<file path="config.mk">
export PLATFORM = sky130hd
export DESIGN_NAME = mkr_parallel_rx
export DESIGN_NICKNAME = d
export VERILOG_FILES = /design/src/rtl/mkr_parallel_rx.sv
export SDC_FILE = /design/constraint.sdc
export NUM_CORES = 1
export LEC_CHECK = 0
export CAP_MARGIN = 10
export CORE_AREA = 2 2 183 274
export CTS_CLUSTER_SIZE = 24
export DETAILED_ROUTE_END_ITERATION = 8
export DIE_AREA = 0 0 185 276
export PLACE_DENSITY = 0.68
export RECOVER_POWER = 100
export SLEW_MARGIN = 20
export SYNTH_ARGS = -nofsm -noshare
export SYNTH_HDL_FRONTEND = slang
export SYNTH_SLANG_ARGS = --single-unit
</file>
<file path="constraint.sdc">
create_clock -name clk -period 6.1 [get_ports clk]
set_clock_uncertainty 0.15 [all_clocks]
set_input_delay 1.22 -clock clk [delete_from_list [all_inputs] [get_ports clk]]
set_output_delay 1.22 -clock clk [all_outputs]
set_load 0.02 [all_outputs]
</file>
<file path="src/rtl/mkr_parallel_rx.sv">
// ---------------------------------------------------------------------------
// mkr_parallel_rx
//
// Receive stage between the SAM D21 MCU and the Cicero user logic. The MCU
// presents bytes on the MKR header with an asynchronous 4-phase strobe/ack
// handshake. This block synchronises the strobe, captures each byte, packs
// bytes little-endian into words and buffers the words in a show-ahead FIFO
// that feeds the regex engine loader over valid/ready.
//
// Ports
//   clk            system clock (48 MHz domain)
//   reset          synchronous, active-high reset
//   i_mkr_data     byte from MCU, stable from strobe rise until ack rise
//   i_mkr_stb      asynchronous strobe from MCU, high = byte presented
//   o_mkr_ack      acknowledge to MCU
//   i_flush        single-cycle pulse: emit any partially packed word
//   o_word_data    FIFO head word (zero while empty)
//   o_word_keep    byte-valid mask of the head word (zero while empty)
//   o_word_valid   FIFO not empty
//   i_word_ready   consumer accepts the head word
//   o_fifo_level   current FIFO occupancy
// ---------------------------------------------------------------------------
module mkr_parallel_rx #(
   parameter int SYNC_STAGES = 2,   // strobe synchroniser depth, >= 2
   parameter int WORD_BYTES  = 4,   // bytes per output word, >= 2
   parameter int FIFO_DEPTH  = 16   // power of two, >= 2
) (
   input  logic                          clk,
   input  logic                          reset,
   input  logic [7:0]                    i_mkr_data,
   input  logic                          i_mkr_stb,
   output logic                          o_mkr_ack,
   input  logic                          i_flush,
   output logic [8*WORD_BYTES-1:0]       o_word_data,
   output logic [WORD_BYTES-1:0]         o_word_keep,
   output logic                          o_word_valid,
   input  logic                          i_word_ready,
   output logic [$clog2(FIFO_DEPTH):0]   o_fifo_level
);

   localparam int WW    = 8 * WORD_BYTES;
   localparam int IDX_W = $clog2(WORD_BYTES + 1);
   localparam int PTR_W = $clog2(FIFO_DEPTH);
   localparam int LVL_W = PTR_W + 1;
   localparam int SET_W = $clog2(SYNC_STAGES + 1);

   typedef enum logic [1:0] {
      ST_RESYNC,
      ST_IDLE,
      ST_ACK
   } state_e;

   // ------------------------------------------------------------------
   // Strobe synchroniser
   // ------------------------------------------------------------------
   logic [SYNC_STAGES-1:0] stb_sync_q;
   logic                   stb_s;
   logic [SET_W-1:0]       settle_q, settle_d;
   logic                   settled;

   assign stb_s   = stb_sync_q[SYNC_STAGES-1];
   // The synchroniser is cleared by reset, so its output only reflects the
   // pin once it has been refilled. RESYNC waits for that before trusting a
   // low strobe; otherwise a strobe held across reset would look released.
   assign settled  = (settle_q == SET_W'(SYNC_STAGES));
   assign settle_d = settled ? settle_q : settle_q + 1'b1;

   // NOTE: sequential state uses non-blocking (<=) so every register samples
   // the pre-edge value of its neighbours; blocking here would collapse the
   // synchroniser chain into a single flop.
   always_ff @(posedge clk) begin
      if (reset) begin
         stb_sync_q <= '0;
         settle_q   <= '0;
      end else begin
         stb_sync_q <= {stb_sync_q[SYNC_STAGES-2:0], i_mkr_stb};
         settle_q   <= settle_d;
      end
   end

   // ------------------------------------------------------------------
   // FIFO status (needed by the handshake to decide can_accept)
   // ------------------------------------------------------------------
   logic [LVL_W-1:0] count_q, count_d;
   logic [PTR_W-1:0] wr_ptr_q, wr_ptr_d, rd_ptr_q, rd_ptr_d;
   logic             full, empty, pop, push;

   assign full  = (count_q == LVL_W'(FIFO_DEPTH));
   assign empty = (count_q == '0);
   assign pop   = !empty && i_word_ready;

   // ------------------------------------------------------------------
   // Handshake FSM
   // ------------------------------------------------------------------
   state_e           state_q, state_d;
   logic [IDX_W-1:0] idx_q, idx_d;
   logic             word_last, can_accept, capture;

   assign word_last  = (idx_q == IDX_W'(WORD_BYTES - 1));
   // A word-completing byte needs a free FIFO slot; others only fill staging.
   assign can_accept = !word_last || !full;

   // NOTE: every signal written in an always_comb gets a default first, so
   // no path leaves it unassigned and no latch is inferred.
   always_comb begin
      state_d = state_q;
      capture = 1'b0;
      case (state_q)
         ST_RESYNC: if (settled && !stb_s) state_d = ST_IDLE;
         ST_IDLE: begin
            // A stalled byte stays on the pins; the MCU waits for the ack.
            if (stb_s && can_accept) begin
               capture = 1'b1;
               state_d = ST_ACK;
            end
         end
         ST_ACK:    if (!stb_s) state_d = ST_IDLE;
         default:   state_d = ST_RESYNC;
      endcase
   end

   assign o_mkr_ack = (state_q == ST_ACK);

   // ------------------------------------------------------------------
   // Packer and flush
   // ------------------------------------------------------------------
   logic [WW-1:0]         stage_q, stage_d;
   logic                  flush_pending_q, flush_pending_d;
   logic                  flush_service;
   logic [WW-1:0]         push_data;
   logic [WORD_BYTES-1:0] push_keep;
   logic [WORD_BYTES-1:0] partial_keep;

   // A capture in the same cycle wins; the flush is retried afterwards.
   assign flush_service = flush_pending_q && !capture && !full;

   always_comb begin
      partial_keep = '0;
      for (int k = 0; k < WORD_BYTES; k++) begin
         partial_keep[k] = (IDX_W'(k) < idx_q);
      end
   end

   always_comb begin
      idx_d           = idx_q;
      stage_d         = stage_q;
      push            = 1'b0;
      push_data       = stage_q;
      push_keep       = '1;
      flush_pending_d = flush_pending_q | i_flush;
      if (capture) begin
         if (word_last) begin
            push                 = 1'b1;
            push_data[WW-8 +: 8] = i_mkr_data;
            stage_d              = '0;
            idx_d                = '0;
         end else begin
            for (int k = 0; k < WORD_BYTES - 1; k++) begin
               if (idx_q == IDX_W'(k)) stage_d[8*k +: 8] = i_mkr_data;
            end
            idx_d = idx_q + 1'b1;
         end
      end else if (flush_service) begin
         // A new pulse arriving while the old one is serviced stays pending.
         flush_pending_d = i_flush;
         if (idx_q != '0) begin
            push      = 1'b1;
            push_keep = partial_keep;
            stage_d   = '0;
            idx_d     = '0;
         end
      end
   end

   always_ff @(posedge clk) begin
      if (reset) begin
         state_q         <= ST_RESYNC;
         idx_q           <= '0;
         stage_q         <= '0;
         flush_pending_q <= 1'b0;
      end else begin
         state_q         <= state_d;
         idx_q           <= idx_d;
         stage_q         <= stage_d;
         flush_pending_q <= flush_pending_d;
      end
   end

   // ------------------------------------------------------------------
   // Show-ahead FIFO. push is only ever raised when the FIFO is not full
   // on its pre-pop state, so a simultaneous pop never makes room early.
   // ------------------------------------------------------------------
   logic [WW-1:0]         data_mem [FIFO_DEPTH];
   logic [WORD_BYTES-1:0] keep_mem [FIFO_DEPTH];

   always_comb begin
      wr_ptr_d = wr_ptr_q + PTR_W'(push);
      rd_ptr_d = rd_ptr_q + PTR_W'(pop);
      count_d  = count_q;
      case ({push, pop})
         2'b10:   count_d = count_q + 1'b1;
         2'b01:   count_d = count_q - 1'b1;
         default: count_d = count_q;
      endcase
   end

   always_ff @(posedge clk) begin
      if (reset) begin
         wr_ptr_q <= '0;
         rd_ptr_q <= '0;
         count_q  <= '0;
      end else begin
         wr_ptr_q <= wr_ptr_d;
         rd_ptr_q <= rd_ptr_d;
         count_q  <= count_d;
      end
   end

   // NOTE: storage is deliberately not reset; entries are only visible once
   // written, and the outputs are masked to zero while the FIFO is empty.
   always_ff @(posedge clk) begin
      if (push) begin
         data_mem[wr_ptr_q] <= push_data;
         keep_mem[wr_ptr_q] <= push_keep;
      end
   end

   assign o_word_valid = !empty;
   assign o_word_data  = empty ? '0 : data_mem[rd_ptr_q];
   assign o_word_keep  = empty ? '0 : keep_mem[rd_ptr_q];
   assign o_fifo_level = count_q;

endmodule

</file>
==> Yosys cells after proc, flatten, opt, wreduce, memory -nomap -nowiden <==
Memories as Yosys holds them, arrays and structs flattened. A register that Yosys moved wholly into a read port is not among the register bits.
Cells that the tools add are included.
{ "totals": {"mem_count": 2, "mem_bits_ro": 0, "input_bits": 13, "output_inout_bits": 43, "latchBits": 0, "ramBits": 576, "regBits": 55, "elab_cells": 101} }
{ "memory_table": {"columns": ["name", "words", "word_bits", "rd", "rd_clocked_by_memory_dff", "wr", "line", "rtl"], "rows": [
  ["data_mem", 16, 32, 1, 1, 1, "193", "logic [WW-1:0] data_mem [FIFO_DEPTH];"],
  ["keep_mem", 16, 4, 1, 1, 1, "194", "logic [WORD_BYTES-1:0] keep_mem [FIFO_DEPTH];"]
]} }
{ "classes": {"n_reduce_logical": 24, "n_div": 0, "multipliers": 0, "mux": 36, "add_sub_neg": 6, "shift": 0, "bitwise_logic": 1, "n_lt_le_gt_ge": 4, "eq_ne": 16} }
{ "ops": {"columns": ["operator", "n"], "rows": [
  ["32-bit two-way mux", 4],
  ["8-bit two-way mux", 6],
  ["24-bit two-way mux", 1],
  ["4-bit two-way mux", 6],
  ["3-bit AND reduction", 5],
  ["3-bit two-way mux", 4],
  ["1-bit two-way mux", 10],
  ["5-bit case mux with 2 select lines", 1],
  ["3-bit by 2-bit != test with 1-bit output (second input constant)", 3],
  ["4-bit by 1-bit adder with 4-bit output", 2],
  ["2-bit != test (second input constant)", 4],
  ["2-bit == test (second input constant)", 3],
  ["3-bit by 2-bit == test with 1-bit output (second input constant)", 2],
  ["1-bit by 3-bit < comparator with 1-bit output (first input constant)", 2],
  ["2-bit by 3-bit < comparator with 1-bit output (first input constant)", 2],
  ["2-bit two-way mux", 3],
  ["2-bit case mux with 3 select lines", 1],
  ["2-bit nonzero test", 3],
  ["5-bit by 1-bit adder with 5-bit output (second input constant)", 1],
  ["5-bit == test (second input constant)", 1],
  ["1-bit logical AND", 5],
  ["1-bit zero test", 5],
  ["5-bit zero test", 1],
  ["5-bit by 1-bit subtractor with 5-bit output (second input constant)", 1],
  ["10 further kinds", 11]
]} }

==> Longest topological paths before layout <==
Gate-level depths: netlist of run 1.
{ "depth": {"ltp_word": 13, "ltp_mapped": 15, "mapped_depth_nobuf": 13} }

==> Worst setup path after synthesis of run 1 <==
OpenSTA, ideal clock, no wires.
{ "synth_path": {"path_kind": "reg2reg", "start": "register count_q[1], in the netlist o_fifo_level[1]", "end": "memory data_mem[0][0] (netlist bit) (enable)", "t_arrival_ps": 4981, "path_buffers": 3, "setup_ps": 532, "stages_incl_launch_ff": 8, "slack_ps": 437, "cell_sequence": "dfxtp_1 > buf_6 > nor4_2 > and2_1 > buf_6 > a21o_1 > buf_6 > nor4b_1"} }
{ "synth_between": {"elab_chain_len": 13} }
{ "synth_rtl": {"columns": ["item", "line", "rtl"], "rows": [
  ["from (decl)", "84", "logic [LVL_W-1:0] count_q, count_d;"],
  ["from (signal assigned)", "215", "count_q <= count_d;"],
  ["5-bit == test (*)", "88", "assign full = (count_q == LVL_W'(FIFO_DEPTH));"],
  ["1-bit zero test (*)", "101, 135", null],
  ["1-bit logical OR", "101", "assign can_accept = !word_last || !full;"],
  ["1-bit logical AND", "112", "if (stb_s && can_accept) begin"],
  ["1-bit two-way mux", "112", null],
  ["1-bit two-way mux", "108", "case (state_q)"],
  ["1-bit zero test", "135", "assign flush_service = flush_pending_q && !capture && !full;"],
  ["1-bit logical AND (2 in series)", "135", null],
  ["1-bit two-way mux", "163", "end else if (flush_service) begin"],
  ["1-bit two-way mux (*)", "151", "if (capture) begin"],
  ["1-bit two-way mux (*)", "222", "if (push) begin"],
  ["1-bit two-way mux (not written as such) (*)", "223", "data_mem[wr_ptr_q] <= push_data;"],
  ["to (decl)", "193", null]
]} }
Mark *: on every way between the ends. The rest lies on a longest branch, timed or not.

==> Worst setup path after layout of run 1 <==
{ "layout_path": {"start": "register count_q[1], in the netlist o_fifo_level[1]", "end": "output port o_word_keep[3]"} }
{ "layout_between": {"elab_chain_len": 2} }
{ "layout_rtl": {"columns": ["item", "line", "rtl"], "rows": [
  ["5-bit zero test", "89", "assign empty = (count_q == '0);"],
  ["4-bit two-way mux", "230", "assign o_word_keep = empty ? '0 : keep_mem[rd_ptr_q];"],
  ["to (decl)", "35", "output logic [WORD_BYTES-1:0] o_word_keep,"]
]} }
Every way passes these cells.

==> results of run 1 <==
==> layout by cell type, fill, tap and decap left out, types with 12 or more instances in the layout <==
master and instances:
nand2_1 14, nor2_1 29, o22ai_1 36, clkbuf_1 26, mux2i_1 97, nand2b_1 31, dfxtp_1 44, clkdlybuf4s50_1 21
clkbuf_16 57, mux4_2 144, a21oi_1 12, edfxtp_1 576, dlygate4sd3_1 34
==> worst paths after layout <==
kind                 endpoint  slack, ns  depth (start not counted)
max            o_word_keep[3]       0.75                          6
min             stb_sync_q[1]       0.29                          1
max reg2reg  data_mem[11][21]       0.84                          9
min reg2reg     stb_sync_q[1]       0.29                          1
==> cells in the mapped netlist (all sizes together), types with 10 or more instances <==
master  instances
nand2b         31
dfxtp          47
buf            31
nand2          15
nor2           31
mux4          144
clkbuf         30
mux2i          97
edfxtp        576
and2           10
o22ai          36
a21oi          12
ha             11
==> area by class of cell <==
class                   instances  area [um^2]  share of cell area, %
inverters                       5         20.0                 0.0734
well taps                     656          821                   3.01
clock inverters                27          327                   1.20
repair buffers                 87          803                   2.94
flip-flops and latches        623        18200                   66.9
multi-input cells             450         5520                   20.2
clock buffers                  74         1540                   5.65
==> stage by stage <==
| step | std cells | util [%] | hold slack (ns) | setup slack (ns) | total power, mW |
|---|---|---|---|---|---|
| 6_report | 1922 | 56.2 | 0.291 | 0.745 | 8.30 |
| 5_1_grt | 1922 | 56.2 | 0.325 | 0.576 | 8.52 |
| 2_1_floorplan | 1139 | - | 0.264 | 0.437 | 4.80 |
| 3_3_place_gp | 1818 | 52.6 | 0.267 | 1.92 | 4.85 |
| 3_5_place_dp | 1821 | 52.8 | 0.281 | 1.90 | 4.85 |
| 4_1_cts | 1922 | 56.6 | 0.296 | 1.28 | 8.35 |
==> power breakdown <==
part | internal [mW] | switching (mW) | leakage [nW]
Combinational | 0.0625 | 0.0743 | 1.76
Clock | 2.07 | 1.47 | 0.904
Sequential | 4.61 | 0.0120 | 5.49
Total | 6.74 | 1.56 | 8.16
==> cell families (layout without fill, tap and decap cells) <==
| kind of cell | after synthesis | count (layout) | synth area share, % |
|---|---|---|---|
| fa+ha+maj | 11 | 11 | 0.572 |
| compound gates | 66 | 66 | 1.70 |
| buf+inv | 66 | 193 | 1.29 |
| mux | 241 | 241 | 17.5 |
| flops | 623 | 623 | 75.8 |
| simple gates | 122 | 122 | 2.75 |
| xor+xnor | 10 | 10 | 0.364 |
==> per-layer routing <==
| layer | share of wire [%] | up-vias | global-route usage (%) |
|---|---|---|---|
| li1 | - | 4861 | - |
| met5 | 0 | - | 0 |
| met2 | 52 | 348 | 34.4 |
| met1 | 40 | 5975 | 26.8 |
| met3 | 5.2 | 75 | 3.37 |
| met4 | 2.4 | 0 | 6.02 |
==> state kept, by name (all words and copies together), names as in the netlist <==
name and flops:
idx_q 3, wr_ptr_q 4, stb_sync_q 2, flush_pending_q 1, data_mem 512, settle_q 2
o_fifo_level 5, state_q 2, rd_ptr_q 4, stage_q 24, keep_mem 64
==> flow_metrics.py, run 1 <==
metrics = {
    "run_status": {
        "status": "finished, violations left",
        "violations": "capacitance limit, slew limit",
    },
    "synth": {
        "async_flop_share_pct": 0,
        "synth_edf_count": 576,
        "yosysWarnings": 0,
        "synth_top_cell_area_share_pct": 71.9,
        "syn_inst": 1139,
        "synth_ff_type": "edfxtp_1",
        "ys_seq_area_share_pct": 75.8,
        "synth_top_area_cell": "edfxtp_1",
        "synth_area_per_cell_um2": 21.1,
        "synth_nets": 1163,
        "netlist-cell-type-count": 43,
        "synth_seq_cells": 623,
        "synth_area_leaders": "edfxtp_1, mux4_2, mux2i_1",
        "synthesis.area_mm2": 0.0241,
    },
    "clock_network": {
        "cts_max_level": 2,
        "post_cts_buffers": 0,
        "ctsHoldBuffers": 0,
        "clk_root_buffer_cell": "clkbuf_16",
        "cts.sinks": 623,
        "clk_path_buf_depth": 3,
        "cts_tree": "built",
        "cts.clk_slew.worst_paths_ns": 0.07,
        "insertion_delay_ns": 0.58,
        "post_cts_resized": 0,
        "numCtsBuffers": 54,
    },
    "job": {
        "maxCapViolCount": 14,
    },
    "layout": {
        "diodes": 0,
        "fillCellCount": 3669,
        "fin_nets": 1245,
        "stdcell_area_mm2": 0.0273,
        "final_layout_size_suffix_gt1_share_pct": 20.1,
        "syn_to_final_growth_pct": 13.4,
    },
    "floorplanning": {
        "std_cell_rows": 99,
        "die_w_um": 185,
        "die-area_mm2": 0.0511,
        "core_area_mm2": 0.0486,
        "io_pins": 56,
        "die_y_um": 276,
        "initial_utilization_pct": 49.5,
    },
    "sta": {
        "max_slew_margin_pct": -117,
        "grt_setup_unrepaired": "false",
        "setup-violations-final": 0,
        "fmax_ghz": 0.187,
        "tightestPinTransition_ns": 3.25,
        "hold_viol_final": 0,
        "tns_ns": 0,
        "slew_violations": 456,
        "post-route-period-util_pct": 87.8,
        "fin_crit_ns": 5.35,
    },
    "placement": {
        "dp_hpwl_mm": 27.4,
        "gp_congestion": 0.727,
        "io_buffers": 55,
        "placed_area_mm2": 0.0256,
    },
    "routing": {
        "ant_nets": 0,
        "drc_errors": 0,
        "detail_route.first_pass.iterations": 5,
        "routedWlPerCell_um": 26.2,
        "vias_per_cell": 5.86,
        "via_count": 11300,
        "drt_wl_total_mm": 50.3,
        "drtIter0Drc": 1087,
    },
    "worst_setup_path": {
        "cp.arrival_ns": 3.98,
        "worstSetupStartpoint": "o_fifo_level[1]",
        "path_max_fanout": 28,
        "critPathLaunchType": "register",
        "r2r_start": "idx_q[0]",
        "setup.worst_path.class": "register to output pin",
        "critPathSlowestCell": "nand2b_1",
        "crit_chain": "nor4_1, or2b_1, nand2b_1, buf_4, o22ai_1, clkdlybuf4s50_1",
        "required_ns": 4.73,
        "critPathCaptureType": "output pin",
        "critical_path.max_stage_delay_ns": 1.19,
        "path_buf_inv": 2,
        "cp_top_family": "simple AND/OR/NAND/NOR gates",
    },
    "pwr": {
        "ir_worst_vdd_v": 0.000171,
        "p_per_area_mw_per_mm2": 304,
        "p_leak_nw": 8.16,
    },
    "grt": {
        "gr-total-overflow": 0,
        "grt_max_degree": 59,
        "antenna_found_initial": 0,
        "grt_pass1_wl_mm": 75.2,
        "grt_pass1_vias": 11900,
        "grtUsageTotal_pct": 20.2,
    },
    "hold_path": {
        "min_from": "stb_sync_q[0]",
        "hold_path_class": "register to register",
    },
}
No activity file was read; power rests on OpenSTA's default activity.
==> run 2, diff against run 1 <==
--- a/config.mk
+++ b/config.mk
@@ -10,6 +10,7 @@
 export CTS_CLUSTER_SIZE = 24
 export DETAILED_ROUTE_END_ITERATION = 8
 export DIE_AREA = 0 0 185 276
+export HOLD_SLACK_MARGIN = 0.02
 export PLACE_DENSITY = 0.68
 export RECOVER_POWER = 100
 export SLEW_MARGIN = 20
==> results of run 2 <==
Same layout as run 1: the final DEF is identical, and so are final timing and power.
==> run 3, diff against run 2 <==
--- a/config.mk
+++ b/config.mk
@@ -13,7 +13,7 @@
 export HOLD_SLACK_MARGIN = 0.02
 export PLACE_DENSITY = 0.68
 export RECOVER_POWER = 100
-export SLEW_MARGIN = 20
+export SLEW_MARGIN = 25
 export SYNTH_ARGS = -nofsm -noshare
 export SYNTH_HDL_FRONTEND = slang
 export SYNTH_SLANG_ARGS = --single-unit
==> run 3 against run 2 <==
- the run still ends with capacitance limit, slew limit left
- final cell count is 0.10% higher
- flip-flop and latch count stayed put
- critical path depth is 1 lower
- via count is 0.11% higher
- global-route usage stayed put
- die area stayed put
- total power hardly changed
- register-to-register slack hardly changed
- combinational power hardly changed
- largest cell class unchanged
==> flow_metrics.py, run 3 (same netlist as run 1, synthesis figures left out) <==
metrics = {
    "run_status": {
        "status": "finished, violations left",
        "violations": "capacitance limit, slew limit",
    },
    "layout": {
        "fin_nets": 1247,
        "top_register": "data_mem",
        "fillCellCount": 3671,
        "stdcell_area_mm2": 0.0273,
        "final_common_cell": "edfxtp_1",
        "top_regs": "data_mem x512, keep_mem x64, stage_q x24",
        "layout_common_cells": "edfxtp_1, mux4_2, mux2i_1, clkbuf_16, dfxtp_1",
        "diodes": 0,
        "final_layout_size_suffix_gt1_share_pct": 20.1,
        "syn_to_final_growth_pct": 13.4,
        "largest_reg_flops": 512,
    },
    "pwr": {
        "ir_worst_vdd_v": 0.000172,
        "total_power_mw": 8.31,
        "p_leak_nw": 8.17,
        "p_per_area_mw_per_mm2": 305,
    },
    "worst_setup_path": {
        "setup.worst_path.class": "register to output pin",
        "ff2ff_setup_slack_ns": 0.83,
        "critPathSlowestCell": "nand2b_1",
        "path_max_fanout": 28,
        "r2r_start": "idx_q[0]",
        "crit_chain": "nor4_1, or2b_1, nand2b_1, o22ai_1, dlygate4sd3_1",
        "cp_top_family": "simple AND/OR/NAND/NOR gates",
        "critPathLaunchType": "register",
        "critPathCaptureType": "output pin",
        "required_ns": 4.73,
        "r2r-end": "data_mem[11][21]",
        "critical_path.max_stage_delay_ns": 1.18,
        "reg2reg_depth": 9,
        "cp.arrival_ns": 3.99,
        "path_buf_inv": 1,
    },
    "routing": {
        "vias_per_cell": 5.86,
        "drc_errors": 0,
        "ant_nets": 0,
        "detail_route.first_pass.iterations": 5,
        "via_count": 11300,
        "drtIter0Drc": 1098,
        "routedWlPerCell_um": 26.1,
        "drt_wl_total_mm": 50.2,
    },
    "clock_network": {
        "clk_root_buffer_cell": "clkbuf_16",
        "post_cts_buffers": 0,
        "cts_max_level": 2,
        "cts_tree": "built",
        "numCtsBuffers": 54,
        "insertion_delay_ns": 0.59,
        "clk_path_buf_depth": 3,
        "post_cts_resized": 0,
        "ctsHoldBuffers": 0,
        "cts.sinks": 623,
        "cts.clk_slew.worst_paths_ns": 0.07,
    },
    "floorplanning": {
        "core_area_mm2": 0.0486,
        "die-area_mm2": 0.0511,
        "io_pins": 56,
        "initial_utilization_pct": 49.5,
        "die_w_um": 185,
        "std_cell_rows": 99,
        "die_y_um": 276,
    },
    "sta": {
        "post-route-period-util_pct": 87.9,
        "hold_viol_final": 0,
        "slew_violations": 456,
        "fmax_ghz": 0.187,
        "tns_ns": 0,
        "tightestPinTransition_ns": 3.24,
        "fin_crit_ns": 5.36,
        "setup-violations-final": 0,
        "max_slew_margin_pct": -116,
        "grt_setup_unrepaired": "false",
    },
    "grt": {
        "grt_pass1_vias": 11900,
        "gr-total-overflow": 0,
        "grt_max_degree": 59,
        "antenna_found_initial": 0,
        "grt_pass1_wl_mm": 75.2,
        "grtUsageTotal_pct": 20.2,
    },
    "hold_path": {
        "hold_path_end": "stb_sync_q[1]",
        "hold_path_class": "register to register",
        "min_from": "stb_sync_q[0]",
        "holdPathStages": 1,
    },
    "placement": {
        "gp_congestion": 0.727,
        "dp_hpwl_mm": 27.4,
        "placed_area_mm2": 0.0256,
        "io_buffers": 55,
    },
    "job": {
        "maxCapViolCount": 14,
    },
}
run 3: cell count changes in the layout (fill, tap and decap cells not counted):
cell      delta
nor2_4       -2
clkbuf_2     +1
buf_4        +1
nor2_1       +2
run 3: worst max-delay path by stage:
stage / cells past startpoint / startpoint / endpoint / slack, ns
after floorplan: 7 / o_fifo_level[1] / data_mem[0][0] / 0.44
after global placement: 5 / rd_ptr_q[0] / o_word_data[10] / 1.92
after detailed placement: 5 / rd_ptr_q[0] / o_word_data[10] / 1.90
after CTS: 5 / rd_ptr_q[0] / o_word_data[10] / 1.28
after global routing: 9 / idx_q[0] / data_mem[11][21] / 0.58
final: 5 / o_fifo_level[1] / o_word_data[2] / 0.74
run 3: per-layer routing:
metal / GRT usage, % / part of all wire (%) / wire length [um] / vias up
met5: 0 / 0 / 0 / -
met2: 34.4 / 52 / 26200 / 342
met1: 26.8 / 40 / 20200 / 5996
met4: 6.02 / 2.4 / 1210 / 0
met3: 3.37 / 5.2 / 2600 / 78
li1: - / - / - / 4855
run 3: cell type report:
class	instances	area (um^2)	share of cell area, %
sequential	623	18200	66.9
inverter	5	20.0	0.0734
clock inverter	27	327	1.20
clock buffer	74	1540	5.65
timing repair buffer	89	816	2.99
multi-input combinational	450	5510	20.2
tap	656	821	3.01
run 3: report_power, final:
group	total, mW	switching, mW	internal (mW)
Combinational	0.137	0.0742	0.0625
Clock	3.55	1.48	2.07
Sequential	4.62	0.0118	4.61
run 3: stage by stage:
stage | std cells | util [%] | setup slack [ns] | hold WS, ns
floorplan | 1139 | - | 0.437 | 0.264
global placement | 1818 | 52.6 | 1.92 | 0.267
detailed placement | 1821 | 52.8 | 1.90 | 0.281
CTS | 1922 | 56.6 | 1.28 | 0.296
global route | 1924 | 56.2 | 0.576 | 0.325
finish | 1924 | 56.2 | 0.740 | 0.291
run 3: worst register-to-register path, stage by stage (launching register included):
cell and delay [ns]:
dfxtp_1 0.39, inv_1 0.14, ha_1 0.24, nand2b_1 0.14
nand3_1 0.15, a21o_1 0.33, clkinvlp_2 0.25, nand3b_1 0.17
nor2_1 0.92, clkbuf_1 1.92
